===== src/rtl/serial_adder.sv =====
// serial_adder -- multi-cycle ripple adder that processes BITS_PER_CYCLE bits
// of the operands per clock, LSB chunk first.
//
// Parameters:
//   WIDTH          operand/result width in bits (>= 2)
//   BITS_PER_CYCLE chunk width added per clock; WIDTH must be a multiple of it
//
// Ports:
//   clk    single clock, rising edge
//   rst    synchronous active-high reset
//   start  begin an addition (sampled only in IDLE)
//   a, b   unsigned operands, latched on the accepted start edge
//   cin    carry-in, latched with the operands
//   busy   high while an addition is running or completing
//   done   one-cycle completion pulse
//   sum    registered result, modulo 2^WIDTH
//   carry  registered carry out of the MSB
//   ovf    (only with SERIAL_ADDER_OVF_EN defined) signed overflow of a+b+cin
//
// Optional feature macro: SERIAL_ADDER_OVF_EN adds the ovf output.
//
// A start accepted at edge k produces done between edges k+N and k+N+1,
// where N = WIDTH/BITS_PER_CYCLE; holding start high gives one result every
// N+2 cycles.
module serial_adder #(
  parameter int WIDTH          = 8,
  parameter int BITS_PER_CYCLE = 1
) (
  input  logic             clk,
  input  logic             rst,
  input  logic             start,
  input  logic [WIDTH-1:0] a,
  input  logic [WIDTH-1:0] b,
  input  logic             cin,
  output logic             busy,
  output logic             done,
  output logic [WIDTH-1:0] sum,
  output logic             carry
`ifdef SERIAL_ADDER_OVF_EN
  ,
  output logic             ovf
`endif
);

  localparam int BPC   = BITS_PER_CYCLE;
  localparam int N     = WIDTH / BITS_PER_CYCLE;
  localparam int CNT_W = (N > 1) ? $clog2(N) : 1;

  typedef enum logic [1:0] {
    IDLE = 2'd0,
    RUN  = 2'd1,
    DONE = 2'd2
  } state_t;

  state_t           state;
  state_t           state_nxt;
  logic [CNT_W-1:0] cnt;
  logic             last_chunk;

  // Operand shift registers: the low chunk is always the one being added.
  logic [WIDTH-1:0] a_q;
  logic [WIDTH-1:0] b_q;
  logic             carry_q;
  // Partial sum accumulates here so sum only changes on completion.
  logic [WIDTH-1:0] sr_q;

  logic [BPC:0]         chunk_res;
  logic [WIDTH+BPC-1:0] sr_cat;
  logic [WIDTH-1:0]     sr_shift;

`ifdef SERIAL_ADDER_OVF_EN
  logic a_sgn;
  logic b_sgn;
`endif

  function automatic logic [BPC:0] add_chunk(input logic [BPC-1:0] x,
                                             input logic [BPC-1:0] y,
                                             input logic           ci);
    return {1'b0, x} + {1'b0, y} + {{BPC{1'b0}}, ci};
  endfunction

  assign chunk_res  = add_chunk(a_q[BPC-1:0], b_q[BPC-1:0], carry_q);
  // New chunk enters at the top; after N shifts the first chunk sits at the LSB.
  assign sr_cat     = {chunk_res[BPC-1:0], sr_q};
  assign sr_shift   = sr_cat[WIDTH+BPC-1:BPC];
  assign last_chunk = (cnt == CNT_W'(N - 1));

  always_ff @(posedge clk) begin
    if (rst) begin
      state <= IDLE;
    end else begin
      state <= state_nxt;
    end
  end

  always_comb begin
    state_nxt = state;
    busy      = 1'b0;
    done      = 1'b0;
    unique case (state)
      IDLE:    if (start) state_nxt = RUN;
      RUN:     if (last_chunk) state_nxt = DONE;
      DONE:    state_nxt = IDLE;
      default: state_nxt = IDLE;
    endcase
    busy = (state != IDLE);
    done = (state == DONE);
  end

  always_ff @(posedge clk) begin
    if (rst) begin
      cnt   <= '0;
      sum   <= '0;
      carry <= 1'b0;
`ifdef SERIAL_ADDER_OVF_EN
      ovf   <= 1'b0;
`endif
    end else begin
      unique case (state)
        IDLE: begin
          if (start) begin
            a_q     <= a;
            b_q     <= b;
            carry_q <= cin;
            cnt     <= '0;
`ifdef SERIAL_ADDER_OVF_EN
            a_sgn   <= a[WIDTH-1];
            b_sgn   <= b[WIDTH-1];
`endif
          end
        end
        RUN: begin
          a_q     <= a_q >> BPC;
          b_q     <= b_q >> BPC;
          carry_q <= chunk_res[BPC];
          sr_q    <= sr_shift;
          cnt     <= cnt + 1'b1;
          if (last_chunk) begin
            cnt   <= '0;
            sum   <= sr_shift;
            carry <= chunk_res[BPC];
`ifdef SERIAL_ADDER_OVF_EN
            // Same-sign operands whose result sign differs overflowed.
            ovf   <= (a_sgn == b_sgn) && (sr_shift[WIDTH-1] != a_sgn);
`endif
          end
        end
        default: ;
      endcase
    end
  end

endmodule


===== config.mk =====
export PLATFORM = sky130hd
export DESIGN_NAME = serial_adder
export DESIGN_NICKNAME = d
export VERILOG_FILES = /design/src/rtl/serial_adder.sv
export SDC_FILE = /design/constraint.sdc
export NUM_CORES = 1
export LEC_CHECK = 0
export CAP_MARGIN = 20
export CORE_UTILIZATION = 50
export DETAILED_ROUTE_END_ITERATION = 16
export PLACE_DENSITY = 0.85
export SYNTH_ARGS = -nofsm -noshare
export SYNTH_HDL_FRONTEND = slang
export SYNTH_SLANG_ARGS = --single-unit

===== constraint.sdc =====
create_clock -name clk -period 1.9 [get_ports clk]
set_input_delay 0.19 -clock clk [delete_from_list [all_inputs] [get_ports clk]]
set_output_delay 0.19 -clock clk [all_outputs]
set_load 0.02 [all_outputs]

After elaboration in Yosys (flattened, before gate mapping). Cells that the tools add are included.

Output and inout bits: 11. Bits in registers: 39. Input bits: 20. Word-level logic and storage cells: 37.

Equal/unequal tests: 5. Reduce and logical (&&, ||, !) cells: 8. $add $sub $neg: 3. Bitwise logic cells: 1. Muxes and demuxes: 12.

Operators with widths (count): case mux 8 bit (2 select lines) (2); 2-to-1 mux 8 bit (2); AND reduction 2 bit (4); 2-to-1 mux 3 bit (2); case mux 3 bit (2 select lines) (1); 2-to-1 mux 2 bit (2); inequality test 2 bit (second input constant) (2); case mux 2 bit (2 select lines) (1); nonzero test 2 bit (2); adder 3 x 1 -> 3 bit (second input constant) (1); == test 3 bit (second input constant) (1); AND reduction 3 bit (1); adder 1 x 1 -> 2 bit (1); adder 2 x 1 -> 2 bit (1); == test 2 x 1 -> 1 bit (second input constant) (1); == test 2 bit (second input constant) (1); zero test 2 bit (1); case mux 1 bit (2 select lines) (1); 2-to-1 mux 1 bit (1); inverter 1 bit (1).

Longest topological paths before layout. Gate-level depths: netlist of the first run.

Depth in word-level cells: 3. Gate-level depth with buffers: 5. Depth with buffers taken out: 4.

Worst setup path after synthesis of the first run. OpenSTA, ideal clock, no wires.

Path kind: input to register. From: input rst. To: register a_q[0], enable pin. Stages: 3. Setup slack: 0.227 ns. Arrival: 1.283 ns. Required time: 1.510 ns. Library setup time: 0.390 ns. Buffers on the path: 2. Path through: clkbuf_1 clkbuf_1 nor2_1.

Cells in the longest elaborated chain, start to end: 2.

Ends and longest elaborated chain: start, declared (RTL line 30) `input logic rst,`; inverter 1 bit (no line); AND reduction 3 bit (no line); end signal, assigned (RTL line 133) `a_q <= a_q >> BPC;`; end, declared (RTL line 61) `logic [WIDTH-1:0] a_q;`.

No other way between the ends. A chain may end at the register's enable or synchronous reset.

Worst setup path in the final report of the first run.
From: register state[1]. To: output busy.

Cells in the longest elaborated chain, start to end: 1.

Ends and longest elaborated chain: start, declared (RTL line 55) `state_t state;`; start signal, assigned (RTL line 92) `state <= state_nxt;`; nonzero test 2 bit (RTL line 106) `busy = (state != IDLE);`; end, declared (RTL line 35) `output logic busy,`.

No other way between the ends.

==> out/metrics.yaml, run 1 <==
wl_per_cell_um: 13.61
post-route-period-util_pct: 93.39
yosys_warnings: 0
drt_iter0_markers: 21
vdd_drop_max_v: 0.0005177
drc: 0
cts_root_buffer: "clkbuf_4"
top_level_ports: 31
dpl_cell_area_um2: 2003
via_count: 960
finalPower_uw: 1493
worstMarginPinSlew_ns: 0.5052
finalNetCount: 170
finalHoldViolations: 0
final_cell_mix: "30 x clkdlybuf4s50_1, 24 x edfxtp_1, 22 x nand2b_1"
drive_gt1_share_pct: 20.95
cts.hold.buffers_added: 0
status: "complete, no violations"
globalRouteOverflowTotal: 0
gp_congestion: 0.7399
p_leak_uw: 0.0007337
hold_path_class: "reg -> reg"
clk_pin_slew_ns: 0.11
ff_latch_area_um2: 1001
post-dp-hpwl_mm: 1.946
core-area_um2: 3103
synthXorXnorAreaFrac_pct: 0
synth.distinct_cells: 25
setup_ws_ns: 0.1257
synth_compound_area_share_pct: 2.919
cts.repair.resized: 0
worstPathMaxFanout: 8
fp-row-count: 20
totalWireLength_mm: 2.613
syn_nets: 135
io_buffers: 30
grt_pass1_vias: 918
crit_buf_inv: 1
setup_viol: 0
clockBufferDepth: 2
cp-end-kind: "output pin"
clock_skew_ns: 0.01016
fp.dieArea_um2: 3578
cts_max_level: 2
clock_sinks: 38
syn_inst: 112
critPathRequiredTime_ns: 1.71
yosys.area.top_type: "edfxtp_1"
slowest_stage: "clkdlybuf4s50_1"
maxCapViolations: 0
firstDrtPassIters: 4
path_class: "reg -> out"
place_inst: 184
crit_family: "buffers and inverters"
antenna_cells: 0
cp-start-kind: "flip-flop"
maxSlewHeadroom_pct: 66.25
period_minus_slack_ns: 1.774
synth_top_family_by_area: "multiplexers"
cts_setup_buffers: 0
fp.dieH_um: 59.82
slew_violations: 0
clock_latency_ns: 0.34
slowest_delay_ns: 0.54
grt_max_degree: 18
grt_setup_unrepaired: "false"
path_cells: "or2_2 -> clkdlybuf4s50_1"
syn_to_final_growth_pct: 22.83
setup_tns_ns: 0
gr-usage-all-layers_pct: 16.69
multi_input_area_um2: 609.3
fillers: 250
syn-cell-area_um2: 1672
numCtsBuffers: 5
layout_commonest_cell: "clkdlybuf4s50_1"
antenna_found_initial: 0
postRouteAntennaNets: 0
seq_area_frac_synth_pct: 59.88
synth-simple-area-share_pct: 13.10
die_x_um: 59.82
fmax_mhz: 563.6
synth.ff_latch_count: 38
pre_cts_slack_ns: 0.2954
synthTopCellsByArea: "edfxtp_1 43%, dfxtp_1 17%, mux2_4 9.0%"
grt_pass1_wl_mm: 4.181
syn_area_per_cell_um2: 14.93
final_cell_count_no_fill: 192
cellPowerDensity_nw_per_um2: 727.0
floorplan.initialDensity_pct: 53.87
fin_area_um2: 2053
cts_tree: "done"
viasPerCell: 5.000
arrival_ns: 1.58
synthAdderAreaFrac_pct: 2.695
synthMuxAreaShare_pct: 17.74
yosysTopAreaCellShare_pct: 43.11
## per-layer routing
layer | share of wire (%) | up-vias | global-route usage, %
li1 | - | 474 | -
met3 | 5.0 | 2 | 6.494
met5 | 0 | - | 0
met1 | 44 | 454 | 19.66
met2 | 50 | 30 | 27.94
met4 | 1.0 | 0 | 5.316
## through the flow
stage	utilization (%)	hold WS, ns
final	66.17	0.4553
after global routing	66.17	0.4665
after CTS	66.17	0.4562
after detailed placement	64.56	0.4443
after global placement	64.56	0.4369
after floorplan	-	0.3882
## worst reg2reg max path: cells and delay by family (launching register included)
kind             cells  cell delay (ns)
multiplexers         1             0.39
flip-flops           1             0.46
AND/OR/NAND/NOR      1             0.51
## layout make-up
type | instances | share of cell area, %
flip-flops and latches | 38 | 48.75
multi-input cells | 66 | 29.68
repair buffers | 34 | 16.09
well taps | 44 | 2.681
clock buffers | 6 | 2.011
clock inverters | 2 | 0.4266
inverters | 2 | 0.3656
## cells by family after synthesis
family | count (synthesis)
buf+inv | 8
compound gates | 6
mux | 24
fa+ha+maj | 3
simple gates | 33
flops | 38
## worst paths after layout
path,to,depth (start not counted),slack [ns],start
worst max-delay path,busy,2,0.13,state[1]$_SDFFE_PP0P_
worst min-delay path,sr_q[2]$_DFFE_PP_,0,0.46,sr_q[3]$_DFFE_PP_
worst min register to register,sr_q[2]$_DFFE_PP_,0,0.46,sr_q[3]$_DFFE_PP_
worst max register to register,b_q[2]$_DFFE_PP_,2,0.31,state[0]$_SDFFE_PP0P_
## state kept, by name, summed over array words and instances, names as in the netlist
name and count:
state 2, carry 1, b_q 8, carry_q 1, a_q 8, sum 8
sr_q 7, cnt 3
## where the power goes
part	switching [uW]	internal, uW	total, uW
Clock	250	139	389
Sequential	16.3	921	938
Combinational	60.4	106	166
Total	326	1170	1490
## synthesized netlist by cell type
cell and number:
edfxtp_1 24, nand2b_1 22, dfxtp_1 14, mux2_4 10, mux2i_1 9, mux2_2 5, clkbuf_1 3, and2_1 2
buf_6 2, ha_1 2, inv_1 2, nor2_1 2, o32ai_1 2, or2_2 2, a211oi_1 1, and2b_2 1
and3b_2 1, buf_12 1, fa_1 1, nor2b_4 1, nor3b_1 1, o21ba_2 1, o21bai_1 1, o22ai_1 1
or3b_1 1
Note: power is estimated with default switching activity, not from simulation.
==> run 2: changes to the inputs <==
--- a/config.mk
+++ b/config.mk
@@ -5,7 +5,6 @@
 export SDC_FILE = /design/constraint.sdc
 export NUM_CORES = 1
 export LEC_CHECK = 0
-export CAP_MARGIN = 20
 export CORE_UTILIZATION = 50
 export DETAILED_ROUTE_END_ITERATION = 16
 export PLACE_DENSITY = 0.85
==> results of run 2 <==
Same layout as run 1: the final DEF is identical, and so are final timing and power.
==> RTL change: new RTL, settings of run 1 <==
Register the inputs `start` and `cin` before use. The logic sees them one clock later. The other inputs are not delayed to match. Comments in the files are not updated.
--- a/src/rtl/serial_adder.sv
+++ b/src/rtl/serial_adder.sv
@@ -52,6 +52,14 @@
     DONE = 2'd2
   } state_t;
 
+  logic start_q;
+  logic cin_q;
+
+  always_ff @(posedge clk) begin
+    start_q <= start;
+    cin_q   <= cin;
+  end
+
   state_t           state;
   state_t           state_nxt;
   logic [CNT_W-1:0] cnt;
@@ -98,7 +106,7 @@
     busy      = 1'b0;
     done      = 1'b0;
     unique case (state)
-      IDLE:    if (start) state_nxt = RUN;
+      IDLE:    if (start_q) state_nxt = RUN;
       RUN:     if (last_chunk) state_nxt = DONE;
       DONE:    state_nxt = IDLE;
       default: state_nxt = IDLE;
@@ -118,10 +126,10 @@
     end else begin
       unique case (state)
         IDLE: begin
-          if (start) begin
+          if (start_q) begin
             a_q     <= a;
             b_q     <= b;
-            carry_q <= cin;
+            carry_q <= cin_q;
             cnt     <= '0;
 `ifdef SERIAL_ADDER_OVF_EN
             a_sgn   <= a[WIDTH-1];
Behaviour: not the same (a bounded check fails within 4 cycles, from zero or initial values and one cycle with rst high).
==> RTL change against run 1 <==
- routed wire length grew 8.8%
- clock power up 41%
- final area is 2.9% higher
- synthesized area increased by 2.4%
- cell count is 0.52% higher
- setup slack worse by 0.022 ns
- total power increased by 14%
- sequential cell count grew 2
- sequential share of layout area increased by 0.54 points
- core utilization increased by 0.81 points
- worst hold slack lost 0.18 ns
- global-route usage grew 0.93 points
- fmax shrank 1.2%
- largest cell class unchanged
==> RTL change: results (changes against run 1) <==
| Metric | Value |
|---|---|
| Status | `complete, no violations (unchanged)` |
| Registers with the most flip-flops | `a_q x8, b_q x8, sum x8 (unchanged)` |
| Final routed wire length divided by cell count | `14.7 um (was 13.6 um)` |
| RD Place Congestion | `0.765 (was 0.740)` |
| Number of buffers inserted by port buffering | `30 (unchanged)` |
| Largest incremental delay on the critical path | `0.59 ns (was 0.54 ns)` |
| Worst Reg-to-Reg Cells | `2 (unchanged)` |
| Count of filler cells inserted in the layout | `246 (was 250)` |
| DRC marker count from the first detailed-route iteration | `18 (was 21)` |
| Worst Clk Skew | `0.0123 ns (was 0.0102 ns)` |
| Maximum number of pins on one net before global-route repair | `19 (was 18)` |
| Dpl cells | `185 (was 184)` |
| Clock latency on the worst-skew pair | `0.36 ns (was 0.34 ns)` |
| Sequential fraction of the synthesis area | `60.8% (was 59.9%)` |
| Largest vdd supply drop | `699 uV (was 518 uV)` |
| Biggest area contributors in the synthesized netlist | `edfxtp_1, dfxtp_1, mux2_4 (unchanged)` |
| First-pass GRT wire length | `4.43 mm (was 4.18 mm)` |
| Crit Path Max Fanout | `8 (unchanged)` |
| HPWL after detailed placement | `2.09 mm (was 1.95 mm)` |
| Hold Path Class | `primary input to flip-flop (was flip-flop to flip-flop)` |
| Hold Path End | `start_q (was sr_q[2])` |
| Worst reg-to-reg setup slack | `0.28 ns (was 0.31 ns)` |
| Arrival @ worst endpoint | `1.61 ns (was 1.58 ns)` |
| Pre-Repair DR Iteration Count | `4 (unchanged)` |
| Hold Path Cell Cnt | `1 (was 0)` |
| Final WL | `2.84 mm (was 2.61 mm)` |
| Commonest cells in the synthesized netlist | `edfxtp_1, nand2b_1, dfxtp_1 (unchanged)` |
| Post-synthesis area per instance | `15.0 um^2 (was 14.9 um^2)` |
| H-tree depth | `2 (unchanged)` |
| Ratio of cells with drive above 1 in the final layout | `20.8% (was 20.9%)` |
| Total number of nets in the final design | `171 (was 170)` |
| Overall global routing resource usage | `17.6% (was 16.7%)` |
| Hold_ws | `0.277 ns (was 0.455 ns)` |
| Syn Nets | `137 (was 135)` |
| Startpoint of the worst hold path | `start (was sr_q[3])` |
| Max-slew headroom at the worst pin | `66.8% (was 66.2%)` |
| Number of clock buffers inserted by TritonCTS | `5 (unchanged)` |
| FF-to-FF End | `a_q[4] (was b_q[2])` |
| Leakage power of the design | `0.758 nW (was 0.734 nW)` |
| Vias in the first global route | `961 (was 918)` |
| Count of vias placed by the detailed router | `943 (was 960)` |
-- RTL change: per-layer routing --
metal | part of all wire (%) | wire (um) | track usage, % | up-vias
li1 | - | - | - | 472
met5 | 0 | 0 | 0 | -
met1 | 40 | 1150 | 20.2 | 453
met2 | 54 | 1540 | 29.7 | 15
met4 | 1.5 | 44 | 6.82 | 0
met3 | 3.9 | 112 | 7.04 | 3
-- RTL change: power breakdown --
part	leakage [nW]	switching, mW	internal (mW)
clock network	0.0422	0.273	0.276
registers	0.357	0.0174	0.966
logic	0.359	0.0594	0.104
total	0.758	0.350	1.35
-- RTL change: cells by family after synthesis --
logic type,Yosys count,synth area share (%)
compound gates,6,2.85
simple gates,33,12.8
flops,40,60.8
buf+inv,8,3.58
fa+ha+maj,3,2.63
mux,24,17.3
-- RTL change: worst max path at each step --
stage | from | endpoint | slack [ns] | cells past startpoint
2_1_floorplan | rst | a_q[0] | 0.23 | 3
3_3_place_gp | state[0] | b_q[3] | 0.35 | 2
3_5_place_dp | state[0] | a_q[4] | 0.28 | 2
4_1_cts | state[1] | done | 0.08 | 2
5_1_grt | state[1] | done | 0.02 | 2
6_report | state[1] | done | 0.10 | 2
-- RTL change: cell type report --
class / count / area, um^2 / share of cell area [%]
flip-flops and latches: 40 / 1040 / 49.3
multi-input cells: 66 / 609 / 28.9
repair buffers: 33 / 323 / 15.3
well taps: 44 / 55.1 / 2.61
clock buffers: 6 / 41.3 / 1.95
clock inverters: 2 / 35.0 / 1.66
inverters: 2 / 7.51 / 0.355
-- RTL change: metrics by stage --
step,cell area (um^2),worst slack (ns),total power [mW]
final,2110,0.103,1.70
after global routing,2110,0.0151,1.76
after CTS,2110,0.0802,1.71
after detailed placement,2040,0.283,1.17
after global placement,2040,0.354,1.16
after floorplan,1710,0.227,1.11
